<file path="config.mk">
export PLATFORM = sky130hd
export DESIGN_NAME = router_weight_mc
export DESIGN_NICKNAME = d
export VERILOG_FILES = /design/src/rtl/router_weight_mc_pkg.sv /design/src/rtl/router_weight_addr_gen.sv /design/src/rtl/router_weight_mc.sv
export SDC_FILE = /design/constraint.sdc
export NUM_CORES = 1
export LEC_CHECK = 0
export ABC_AREA = 0
export ABC_CLOCK_PERIOD_IN_PS = 6450
export CAP_MARGIN = 20
export CELL_PAD_IN_SITES_DETAIL_PLACEMENT = 1
export CELL_PAD_IN_SITES_GLOBAL_PLACEMENT = 1
export CORE_MARGIN = 3
export CORE_UTILIZATION = 35
export CTS_CLUSTER_SIZE = 28
export DETAILED_ROUTE_END_ITERATION = 12
export PLACE_DENSITY_LB_ADDON = 0.1
export SLEW_MARGIN = 40
export SYNTH_ARGS = -nofsm -noshare
export SYNTH_HDL_FRONTEND = slang
export SYNTH_SLANG_ARGS = --single-unit
</file>
<file path="constraint.sdc">
create_clock -name clk -period 6.45 [get_ports clk]
set_input_delay 1.935 -clock clk [delete_from_list [all_inputs] [get_ports clk]]
set_output_delay 1.935 -clock clk [all_outputs]
set_load 0.01 [all_outputs]
</file>
<file path="src/rtl/router_weight_mc_pkg.sv">
// Shared definitions for the multi-channel weight router.
//   state_t       : controller states (IDLE, ISSUE, DRAIN, DONE)
//   MODE_BCAST/UCAST : encodings of the mode input
//   kernel_words(): words per filter, KERNEL_SIZE squared
package router_weight_mc_pkg;

  typedef enum logic [1:0] {
    IDLE  = 2'd0,
    ISSUE = 2'd1,
    DRAIN = 2'd2,
    DONE  = 2'd3
  } state_t;

  localparam logic MODE_BCAST = 1'b0;
  localparam logic MODE_UCAST = 1'b1;

  localparam int KERNEL_SIZE_DEFAULT  = 3;

  function automatic int kernel_words(input int ks);
    return ks * ks;
  endfunction

  localparam int KERNEL_WORDS_DEFAULT = kernel_words(KERNEL_SIZE_DEFAULT);

endpackage

</file>
<file path="src/rtl/router_weight_addr_gen.sv">
// Filter/word counters for the weight router write side.
//   clk, reset  : clock, synchronous active-high reset
//   clear       : zero both counters (new transfer accepted)
//   advance     : one spad word written this cycle; step k, roll into f
//   mode        : 0 = broadcast (addr = f*W + k), 1 = unicast (addr = k)
//   addr        : spad word address for the word currently being written
//   row_onehot  : one-hot of the current filter index f
module router_weight_addr_gen
  import router_weight_mc_pkg::*;
#(
  parameter int ADDR_BITWIDTH_SPAD = 9,
  parameter int KERNEL_SIZE        = 3,
  parameter int NUM_ROWS           = 3
) (
  input  logic                          clk,
  input  logic                          reset,
  input  logic                          clear,
  input  logic                          advance,
  input  logic                          mode,
  output logic [ADDR_BITWIDTH_SPAD-1:0] addr,
  output logic [NUM_ROWS-1:0]           row_onehot
);

  localparam int W = kernel_words(KERNEL_SIZE);
  localparam logic [ADDR_BITWIDTH_SPAD-1:0] W_A    = ADDR_BITWIDTH_SPAD'(W);
  localparam logic [ADDR_BITWIDTH_SPAD-1:0] LAST_K = ADDR_BITWIDTH_SPAD'(W - 1);

  logic [ADDR_BITWIDTH_SPAD-1:0] f_q, f_d;
  logic [ADDR_BITWIDTH_SPAD-1:0] k_q, k_d;

  always_comb begin
    f_d = f_q;
    k_d = k_q;
    if (clear) begin
      f_d = '0;
      k_d = '0;
    end else if (advance) begin
      if (k_q == LAST_K) begin
        k_d = '0;
        f_d = f_q + 1'b1;
      end else begin
        k_d = k_q + 1'b1;
      end
    end
  end

  always_ff @(posedge clk) begin
    if (reset) begin
      f_q <= '0;
      k_q <= '0;
    end else begin
      f_q <= f_d;
      k_q <= k_d;
    end
  end

  // f*W is kept in spad-address width; the top checks at elaboration that
  // MAX_FILT*W fits, so this product never overflows for a legal transfer.
  assign addr = (mode == MODE_UCAST) ? k_q : (f_q * W_A) + k_q;

  genvar gi;
  generate
    for (gi = 0; gi < NUM_ROWS; gi++) begin : g_row
      assign row_onehot[gi] = (f_q == ADDR_BITWIDTH_SPAD'(gi));
    end
  endgenerate

endmodule

</file>
<file path="src/rtl/router_weight_mc.sv">
// Multi-channel weight router: streams num_filt filters of KERNEL_SIZE^2
// weights from the weight GLB into the weight spads of NUM_ROWS PE rows.
//   start/mode/base_addr/num_filt : request, latched in IDLE
//   r_addr/read_req_glb_wght      : GLB read port (data returns next cycle)
//   r_data_glb_wght               : GLB read data
//   w_data/w_addr/load_en_spad    : spad write bus, zero when not writing
//   busy/done/err                 : handshake to the control unit
module router_weight_mc
  import router_weight_mc_pkg::*;
#(
  parameter int DATA_BITWIDTH      = 16,
  parameter int ADDR_BITWIDTH_GLB  = 10,
  parameter int ADDR_BITWIDTH_SPAD = 9,
  parameter int KERNEL_SIZE        = 3,
  parameter int NUM_ROWS           = 3,
  parameter int MAX_FILT           = 4,
  parameter int FILT_W             = $clog2(MAX_FILT + 1)
) (
  input  logic                            clk,
  input  logic                            reset,
  input  logic                            start,
  input  logic                            mode,
  input  logic [ADDR_BITWIDTH_GLB-1:0]    base_addr,
  input  logic [FILT_W-1:0]               num_filt,
  input  logic signed [DATA_BITWIDTH-1:0] r_data_glb_wght,
  output logic [ADDR_BITWIDTH_GLB-1:0]    r_addr_glb_wght,
  output logic                            read_req_glb_wght,
  output logic signed [DATA_BITWIDTH-1:0] w_data_spad,
  output logic [ADDR_BITWIDTH_SPAD-1:0]   w_addr_spad,
  output logic [NUM_ROWS-1:0]             load_en_spad,
  output logic                            busy,
  output logic                            done,
  output logic                            err
);

  localparam int W     = kernel_words(KERNEL_SIZE);
  localparam int CNT_W = $clog2(MAX_FILT * W + 1);

  generate
    if (MAX_FILT * W > (1 << ADDR_BITWIDTH_SPAD)) begin : g_bad_size
      $error("router_weight_mc: MAX_FILT*KERNEL_SIZE^2 exceeds spad address range");
    end
  endgenerate

  state_t                       state_q, state_d;
  logic                         mode_q, mode_d;
  logic [CNT_W-1:0]             n_words_q, n_words_d;
  logic [CNT_W-1:0]             issue_cnt_q, issue_cnt_d;
  logic [ADDR_BITWIDTH_GLB-1:0] r_addr_q, r_addr_d;
  logic                         read_req_q, read_req_d;
  logic                         wr_valid_q, wr_valid_d;
  logic                         busy_q, busy_d;
  logic                         done_q, done_d;
  logic                         err_q, err_d;
  logic                         clear_cnt;
  logic                         start_bad;

  logic [ADDR_BITWIDTH_SPAD-1:0] gen_addr;
  logic [NUM_ROWS-1:0]           gen_row;

  assign start_bad = (num_filt == '0) ||
                     (32'(num_filt) > MAX_FILT) ||
                     ((mode == MODE_UCAST) && (32'(num_filt) > NUM_ROWS));

  always_comb begin
    state_d     = state_q;
    mode_d      = mode_q;
    n_words_d   = n_words_q;
    issue_cnt_d = issue_cnt_q;
    r_addr_d    = '0;
    read_req_d  = 1'b0;
    // GLB data arrives the cycle after a read, so the write strobe is the
    // read strobe delayed by one cycle.
    wr_valid_d  = read_req_q;
    busy_d      = busy_q;
    done_d      = 1'b0;
    err_d       = 1'b0;
    clear_cnt   = 1'b0;
    case (state_q)
      IDLE: begin
        busy_d = 1'b0;
        if (start) begin
          if (start_bad) begin
            err_d = 1'b1;
          end else begin
            mode_d      = mode;
            n_words_d   = CNT_W'(32'(num_filt) * W);
            issue_cnt_d = CNT_W'(1);
            r_addr_d    = base_addr;
            read_req_d  = 1'b1;
            busy_d      = 1'b1;
            clear_cnt   = 1'b1;
            state_d     = ISSUE;
          end
        end
      end
      ISSUE: begin
        busy_d = 1'b1;
        // issue_cnt_q counts reads already on the bus, including this cycle's.
        if (issue_cnt_q == n_words_q) begin
          state_d = DRAIN;
        end else begin
          read_req_d  = 1'b1;
          r_addr_d    = r_addr_q + 1'b1;
          issue_cnt_d = issue_cnt_q + 1'b1;
        end
      end
      DRAIN: begin
        busy_d  = 1'b0;
        done_d  = 1'b1;
        state_d = DONE;
      end
      DONE: begin
        busy_d  = 1'b0;
        state_d = IDLE;
      end
      default: begin
        busy_d  = 1'b0;
        state_d = IDLE;
      end
    endcase
  end

  always_ff @(posedge clk) begin
    if (reset) begin
      state_q     <= IDLE;
      mode_q      <= MODE_BCAST;
      n_words_q   <= '0;
      issue_cnt_q <= '0;
      r_addr_q    <= '0;
      read_req_q  <= 1'b0;
      wr_valid_q  <= 1'b0;
      busy_q      <= 1'b0;
      done_q      <= 1'b0;
      err_q       <= 1'b0;
    end else begin
      state_q     <= state_d;
      mode_q      <= mode_d;
      n_words_q   <= n_words_d;
      issue_cnt_q <= issue_cnt_d;
      r_addr_q    <= r_addr_d;
      read_req_q  <= read_req_d;
      wr_valid_q  <= wr_valid_d;
      busy_q      <= busy_d;
      done_q      <= done_d;
      err_q       <= err_d;
    end
  end

  router_weight_addr_gen #(
    .ADDR_BITWIDTH_SPAD (ADDR_BITWIDTH_SPAD),
    .KERNEL_SIZE        (KERNEL_SIZE),
    .NUM_ROWS           (NUM_ROWS)
  ) u_addr_gen (
    .clk        (clk),
    .reset      (reset),
    .clear      (clear_cnt),
    .advance    (wr_valid_q),
    .mode       (mode_q),
    .addr       (gen_addr),
    .row_onehot (gen_row)
  );

  assign r_addr_glb_wght   = r_addr_q;
  assign read_req_glb_wght = read_req_q;
  // The GLB output register is the pipeline stage for the data word; the
  // bus is forced to zero whenever no write is in progress.
  assign w_data_spad  = wr_valid_q ? r_data_glb_wght : '0;
  assign w_addr_spad  = wr_valid_q ? gen_addr : '0;
  assign load_en_spad = !wr_valid_q ? '0 :
                        (mode_q == MODE_UCAST) ? gen_row : '1;
  assign busy = busy_q;
  assign done = done_q;
  assign err  = err_q;

endmodule

</file>
==> flow_results.org, run 1 <==
** Run status
- Status :: finished clean

** Logic synthesis
- Number of different library cells in the post-synthesis netlist :: 50
- Netlist area before placement :: 3030 um^2
- The compound-cell area share of the yosys netlist was 0.125.
- When the netlist entered floorplanning its net count stood at 429.
- For this run, the leading register cell type out of synthesis is sky130_fd_sc_hd__dfxtp_1.
- Dominant combinational cell family by area after synthesis :: simple AND/OR/NAND/NOR gates
- Cell count after synthesis :: 364
- Multiplexer area fraction after synthesis :: 0.0264
- In this run, synthesis inferred 0 flip-flops with an integrated enable.
- By area the synthesized netlist is led by sky130_fd_sc_hd__dfxtp_1, sky130_fd_sc_hd__ha_1, sky130_fd_sc_hd__xnor2_1.
- Top cells by count, synth :: sky130_fd_sc_hd__dfxtp_1, sky130_fd_sc_hd__nor2_1, sky130_fd_sc_hd__nand2_1
- Warnings, synthesis :: 0
- Synth area leader :: sky130_fd_sc_hd__dfxtp_1
- XOR/XNOR Fraction of Synth Area :: 0.0953
- Of the total synthesized cell area, the portion taken by AND, OR, NAND and NOR gates is 0.262.
- In the synthesized netlist the async set-or-reset flop fraction comes to 0.
- Share of Yosys cell area claimed by the top area cell type :: 0.297
- Of the total synthesized cell area, the portion taken by full adders, half adders and majority gates is 0.144.
- Post-synthesis sequential element count :: 45
- For this run, the register share of the synthesized area comes to 0.297.
- Mean instance size in the synthesized netlist :: 8.33 um^2
- Among all cell types in the netlist, the one instantiated most often is sky130_fd_sc_hd__dfxtp_1.

** GRT
- Vias in the first global route :: 2746
- Entering global routing, the biggest net connects 39 pins.
- Antenna violations before repair :: 0
- The first global-routing pass estimated 13300 um of wire.
- In the global route stage, overall resource usage came out at 0.164.
- After global routing the overflow that remains totals 0.

** Job
- Max-cap violations :: 0

** Die
- Measured along the y axis, the die boundary spans 99.1 um.
- The initial utilization of the core area, before any placement, comes to 0.365.
- Num ports :: 75
- In this run the horizontal extent of the chip is 99.1 um.
- The die covers 9820 um^2.
- Floorplan Core Area :: 8300 um^2
- Row count :: 33

** STA
- Setup repair after global routing left no endpoint under its margin.
- Hold violation total from the final report :: 0
- The worst path in the final design needs a cycle of 5.24 ns, including I/O delays and setup.
- Max Slew Vio Count :: 0
- Share of the clock period used by the worst path after layout :: 0.812
- Max-slew headroom :: 0.512
- For the pin with the worst max-slew slack, the measured transition is 0.732 ns.
- For this run, the top clock speed supported by timing is 191 MHz.
- Summed over all failing endpoints, the final setup total negative slack is 0 ns.
- Setup violations remaining at the end of the flow were counted as 0.
- Max Clock Skew :: 0.0122 ns

** Power
- Standby leakage power :: 0.00153 uW
- Switching Power :: 267 uW
- Of the total power, the share spent switching nets is 0.351.
- The share of total power dissipated in sequential elements is 0.427.
- For this design the ratio of total power to cell area is 193 nW/um^2.
- VDD sags by at most 0.000142 V.
- Relative contribution of combinational cells to total power :: 0.339
- The share of total power dissipated in the clock network is 0.234.
- The internal power of the cells totals 494 uW.

** Detailed routing
- In this run the top signal layer used is met4.
- The pre-antenna-repair detailed-routing pass consisted of 4 iterations.
- Via count normalized by instance count :: 5.17
- DRT antenna net count :: 0
- M1 WL :: 3650 um
- Detailed routing placed a total of 337 um of wire on met3.
- Number of DRC markers after the initial detailed-route iteration :: 45
- Vias after detailed routing :: 2783
- After detailed routing, the total wire length is 7960 um.
- Number of remaining DRC errors :: 0
- Wire segments on met2 add up to 3910 um in the final route.
- Average wire per cell in the routed design :: 14.8 um

** Worst setup path
- Counting both buffers and inverters, the worst setup path holds a total of 1.
- Tracing the worst setup path back leads to its startpoint at u_addr_gen.f_q[1].
- Among all stages on the critical path, the largest delay is contributed by sky130_fd_sc_hd__dfxtp_1.
- Series of cell instances along the critical path :: ha_1 -> ha_1 -> fa_1 -> a21o_1 -> a21oi_1 -> a2bb2oi_1 -> nor3_1 -> a211o_1 -> clkdlybuf4s50_1
- The critical path in this run is classified as reg2out.
- Highest cell delay on the worst timing path :: 0.51 ns
- Start of the worst register-to-register path :: issue_cnt_q[0]
- Kind of cell adding the most delay to the critical path :: compound AO/OA/AOI/OAI gates
- Worst Path Arrival :: 3.30 ns
- STA puts the critical path data required time at 4.51 ns.
- The most numerous cell type found on the critical path is sky130_fd_sc_hd__ha_1.
- Nature of the critical path endpoint :: output port
- Crit path max fanout :: 8
- STA classifies the critical path startpoint as a flip-flop.

** Clock network
- Hold-fix buffer count after cts :: 0
- CTS saw 45 sinks.
- In this run the deepest clock path goes through 2 buffers.
- Insertion delay to the later sink of the worst-skew pair :: 0.31 ns
- The H-tree generated during clock tree synthesis spans 2 levels.
- TritonCTS Buffers :: 5
- TritonCTS clock tree :: done
- Post-CTS timing repair inserted 0 buffers for setup.
- Once the clock tree was built, the resizer swapped 0 gates to a different size.
- Clock-pin slew was measured on the worst setup and hold paths at 0.08 ns.
- CTS placed an instance of sky130_fd_sc_hd__clkbuf_8 at the clock tree root.

** Placement
- Number of port buffers :: 74
- Placer congestion estimate :: 0.747
- Summed over all nets, the half-perimeter wirelength after detailed placement is 6130 um.

** Finish
- Fillcell total :: 1000
- Utilization of the core after routing :: 0.476
- Register cell area after layout :: 901 um^2
- Number of antenna diodes :: 0
- From synthesis to final layout, the design area changed by 30.2%.
- The net count of the finished layout is 497.
- Share of layout cells above drive strength 1 :: 0.0370
- Area used by multi-input combinational logic :: 1990 um^2

** Worst hold path
- The startpoint identified for the worst hold timing path is read_req_glb_wght.
- The tightest min-delay check is of the reg2reg type.
==> registers in the layout, indices dropped and copies added (netlist names) <==
name / count
busy: 1
n_words_q: 3
u_addr_gen.k_q: 9
done: 1
state_q: 2
u_addr_gen.f_q: 9
mode_q: 1
read_req_glb_wght: 1
issue_cnt_q: 6
wr_valid_q: 1
r_addr_glb_wght: 10
err: 1
==> metrics by stage <==
step / std cells / setup slack (ns) / hold slack, ns / instance area, um^2 / power, uW
floorplan: 364 / 2.26 / 0.466 / 3030 / 487
detailed placement: 530 / 1.45 / 0.458 / 3860 / 593
CTS: 538 / 1.22 / 0.470 / 3950 / 775
finish: 538 / 1.21 / 0.465 / 3950 / 761
global placement: 530 / 1.46 / 0.447 / 3850 / 583
global route: 538 / 1.10 / 0.490 / 3950 / 812
==> worst paths after layout <==
kind                         end  slack [ns]  depth (start not counted)
setup / recovery  w_addr_spad[7]        1.21                          9
hold / removal        wr_valid_q        0.47                          1
setup reg to reg  issue_cnt_q[4]        4.31                          5
hold reg to reg       wr_valid_q        0.47                          1
==> cell families after synthesis <==
family	count (synthesis)
compound gates	53
buf+inv	39
xor+xnor	33
fa+ha+maj	32
flops	45
simple gates	154
mux	8
==> per-layer routing <==
layer	up-vias	GRT usage
met1	1336	0.207
met3	7	0.0288
met4	0	0.0441
met2	58	0.289
li1	1382	-
met5	-	0
==> cell usage in the layout, fill, tap and decap left out, drive strengths merged, types with 2 or more instances in the layout <==
cell type and count:
clkdlybuf4s50 74, a21boi 5, or3 6, nand3 13
o21bai 2, nand4 10, inv 25, a21o 2
and3 5, and4 2, fa 5, nand2b 3
nor2 38, xnor2 23, nor4 4, nor2b 6
nor4b 2, nor3 9, or2 2, clkbuf 7
o21ai 10, a211oi 2, a21oi 11, ha 27
dfxtp 45, a22oi 8, and2 20, mux2i 8
nand2 29, or4 2, xor2 10, a2bb2oi 3
==> layout make-up <==
class | count | share of cell area
multi-input combinational | 280 | 0.504
sequential | 45 | 0.228
timing repair buffer | 75 | 0.189
tap | 105 | 0.0333
inverter | 25 | 0.0238
clock buffer | 7 | 0.0193
clock inverter | 1 | 0.00190
==> power groups by stage <==
stage                     Sequential, uW  Combinational (uW)  Clock [uW]
after floorplan                      329                 159           0
after global placement               331                 252           0
after detailed placement             332                 261           0
after CTS                            326                 264         185
after global routing                 329                 288         194
final                                325                 258         178
Power figures use the tool's default switching activity.
==> run 2, diff against run 1 <==
Settings changed: ABC_CLOCK_PERIOD_IN_PS 6450 to 5400.
Clock period 6.45 ns to 5.4 ns, I/O delays scaled along.
==> flow_results.org, run 2 (synthesized netlist as in run 1, its figures left out) <==
** GRT
- For this run the aggregate overflow at the end of global routing stands at 0.
- The layer flagged by global routing as most heavily used is met2.
- The initial antenna violation count came to 0.
- Across every metal layer, demand over resource in global routing totals 0.179.
- The first global-routing pass estimated 14300 um of wire.
- For this run, global-route usage on met2 was measured as 0.330.
- In the global route stage, met1 resource usage came out at 0.211.
- Largest net degree at the start of global routing :: 25
- Met3 GRT Util :: 0.0309
- The number of global-route vias before repair is 2986.

** Worst setup path
- Cell depth of the worst flop-to-flop path :: 7
- The largest individual stage delay along the critical path comes from the cell sky130_fd_sc_hd__dfxtp_1.
- Broken down by cell family, the worst path's largest delay share belongs to compound AO/OA/AOI/OAI gates.
- In this run the worst path has a maximum fanout of 8.
- Series of cell instances along the critical path :: ha_1 -> ha_1 -> fa_1 -> a21o_1 -> a21oi_1 -> a2bb2oi_1 -> nor3_1 -> a211o_1 -> clkdlybuf4s50_1
- Worst reg2reg path endpoint :: u_addr_gen.f_q[8]
- At the worst endpoint, the required time is 3.78 ns.
- Highest cell delay on the worst timing path :: 0.49 ns
- In this run the register-to-register setup slack is 3.24 ns.
- The worst setup path is captured at an output port.
- Count of buffer and inverter cells on the critical path :: 1
- In this run the critical register-to-register path is launched from u_addr_gen.k_q[0].
- Worst Path Arrival :: 3.23 ns
- CP dominant cell by count :: sky130_fd_sc_hd__ha_1
- Critical path start-end classification :: reg2out
- Category of the worst setup path launch point :: flip-flop
- Critical path launch point :: u_addr_gen.f_q[1]

** Clock network
- The clock drives 45 sinks.
- The number of setup buffers added after CTS is 0.
- In this run, CTS created clock tree buffers numbering 5.
- After clock tree synthesis, the clock-pin slew on the worst setup and hold paths is 0.09 ns.
- The root buffer cell chosen for the clock tree is sky130_fd_sc_hd__clkbuf_8.
- Insertion delay to the later sink of the worst-skew pair :: 0.30 ns
- The clock passes through at most 2 buffers.
- The number of gates resized after CTS was 0.
- The H-tree generated during clock tree synthesis spans 2 levels.
- Hold-fix buffer count after cts :: 0
- TritonCTS clock tree :: done

** Detailed routing
- Average wire per cell in the routed design :: 15.6 um
- After detailed routing, the number of vias per cell comes to 5.18.
- Total routed wirelength :: 8400 um
- After detailed routing, the number of remaining DRC violations is 0.
- Vias after detailed routing :: 2796
- In this run, the number of DRC markers left after iteration 0 of detailed routing was 63.
- For this run, the detailed router's first-pass iteration total came to 4.
- DRT antenna net count :: 0

** STA
- For the pin with the worst max-slew slack, the measured transition is 0.667 ns.
- Measured against its own limit, the worst slew margin works out to 0.555.
- Based on the critical path, the design can be clocked at up to 206 MHz.
- Max Clock Skew :: 0.00726 ns
- Final setup TNS :: 0 ns
- Setup violations remaining at the end of the flow were counted as 0.
- Max Slew Vio Count :: 0
- Hold violation total from the final report :: 0
- Setup repair after global routing left no endpoint under its margin.
- The smallest clock period supported by the final layout is computed as 4.85 ns.
- Dividing the final minimum period by the clock period gives 0.898.

** Die
- The die is 99.1 um tall.
- Floorplan die width :: 99.1 um
- The floorplan step defined a core boundary enclosing 8300 um^2.
- Num ports :: 75
- Initial core utilization :: 0.365
- Row count :: 33
- The die covers 9820 um^2.

** Power
- Areal power density over the cells :: 242 nW/um^2
- The share of total power dissipated in combinational logic is 0.318.
- Standby leakage power :: 0.00156 uW
- Worst-case vdd ir drop :: 0.000203 V
- The share of total power dissipated in the clock network is 0.279.
- Switching Fraction :: 0.328
- Share of power burned in registers :: 0.403
- Summed over all nets, the switching power comes to 317 uW.
- Design internal power :: 650 uW

** Finish
- Of the cells placed in the final design, the portion with a size suffix greater than 1 is 0.0460.
- Leaving out fill and tap cells, the most frequent cell in the layout is sky130_fd_sc_hd__clkdlybuf4s50_1.
- At the end of the flow, the number of nets in the layout was 499.
- Area grow syn2layout :: 31.6%
- The multi-input combinational cells in the finished layout cover a total of 1980 um^2.
- Count of placed standard cells in the final layout, fillers left out :: 540
- Fillcell total :: 997
- Register cell area after layout :: 901 um^2
- The register with the most flip-flops in the layout has 10 of them.
- The repair_antennas step left the layout with diodes totalling 0.
- Most frequent cells in the layout :: sky130_fd_sc_hd__clkdlybuf4s50_1, sky130_fd_sc_hd__dfxtp_1, sky130_fd_sc_hd__nor2_1

** Worst hold path
- The worst hold path belongs to the class reg2reg.
- The worst hold path terminates at wr_valid_q.
- Cell depth of the worst hold path :: 1
- Hold path startpoint :: read_req_glb_wght

** Job
- Max-cap violations :: 0

** Placement
- Placer congestion estimate :: 0.786
- Final HPWL DP :: 6480 um
- The count of buffers added on input and output ports is 74.
- Number of instances in the placed design :: 532

** Run status
- Status :: finished clean
## run 2: cell types whose count changed in the layout (fill, tap and decap cells not counted), sizes merged
cell	previous run	this run
buf	1	3
bufinv	0	1
clkbuf	7	6
## run 2: how the worst max path moves through the flow
stage	cells past startpoint	end
6_report	9	w_addr_spad[7]
4_1_cts	9	w_addr_spad[7]
2_1_floorplan	8	w_addr_spad[7]
3_3_place_gp	9	w_addr_spad[7]
5_1_grt	9	w_addr_spad[7]
3_5_place_dp	9	w_addr_spad[7]
## run 2: power groups by stage
stage          Sequential, uW  Clock (uW)  Combinational (uW)
3_5_place_dp              397           0                 311
6_report                  389         270                 308
2_1_floorplan             393           0                 189
4_1_cts                   389         277                 313
3_3_place_gp              396           0                 303
5_1_grt                   395         292                 345
## run 2: through the flow
stage	hold slack [ns]	setup WS, ns	power, uW	util	area (um^2)
final	0.479	0.549	967	0.481	3990
after global routing	0.503	0.342	1030	0.481	3990
after CTS	0.482	0.510	979	0.481	3990
after detailed placement	0.456	0.847	708	0.467	3870
after global placement	0.451	0.912	699	0.466	3870
after floorplan	0.466	1.52	582	-	3030
## run 2: metal layers
layer	part of all wire	up-vias	routed length, um
li1	-	1391	-
met1	0.44	1337	3680
met2	0.51	58	4290
met3	0.036	10	303
met4	0.016	0	132
met5	0	-	0
## run 2: cell type report
class / count / share of cell area
multi-input combinational: 280 / 0.497
sequential: 45 / 0.226
timing repair buffer: 77 / 0.191
tap: 105 / 0.0329
inverter: 25 / 0.0235
clock buffer: 6 / 0.0207
clock inverter: 2 / 0.00940
## run 2: worst reg2reg max path: cells and delay by family, from the launching register on
family	cells	cell delay, ns
XOR/XNOR	1	0.18
AND/OR/NAND/NOR	4	1.24
buffers and inverters	1	0.10
adder cells (fa/ha/maj)	1	0.13
flip-flops	1	0.42
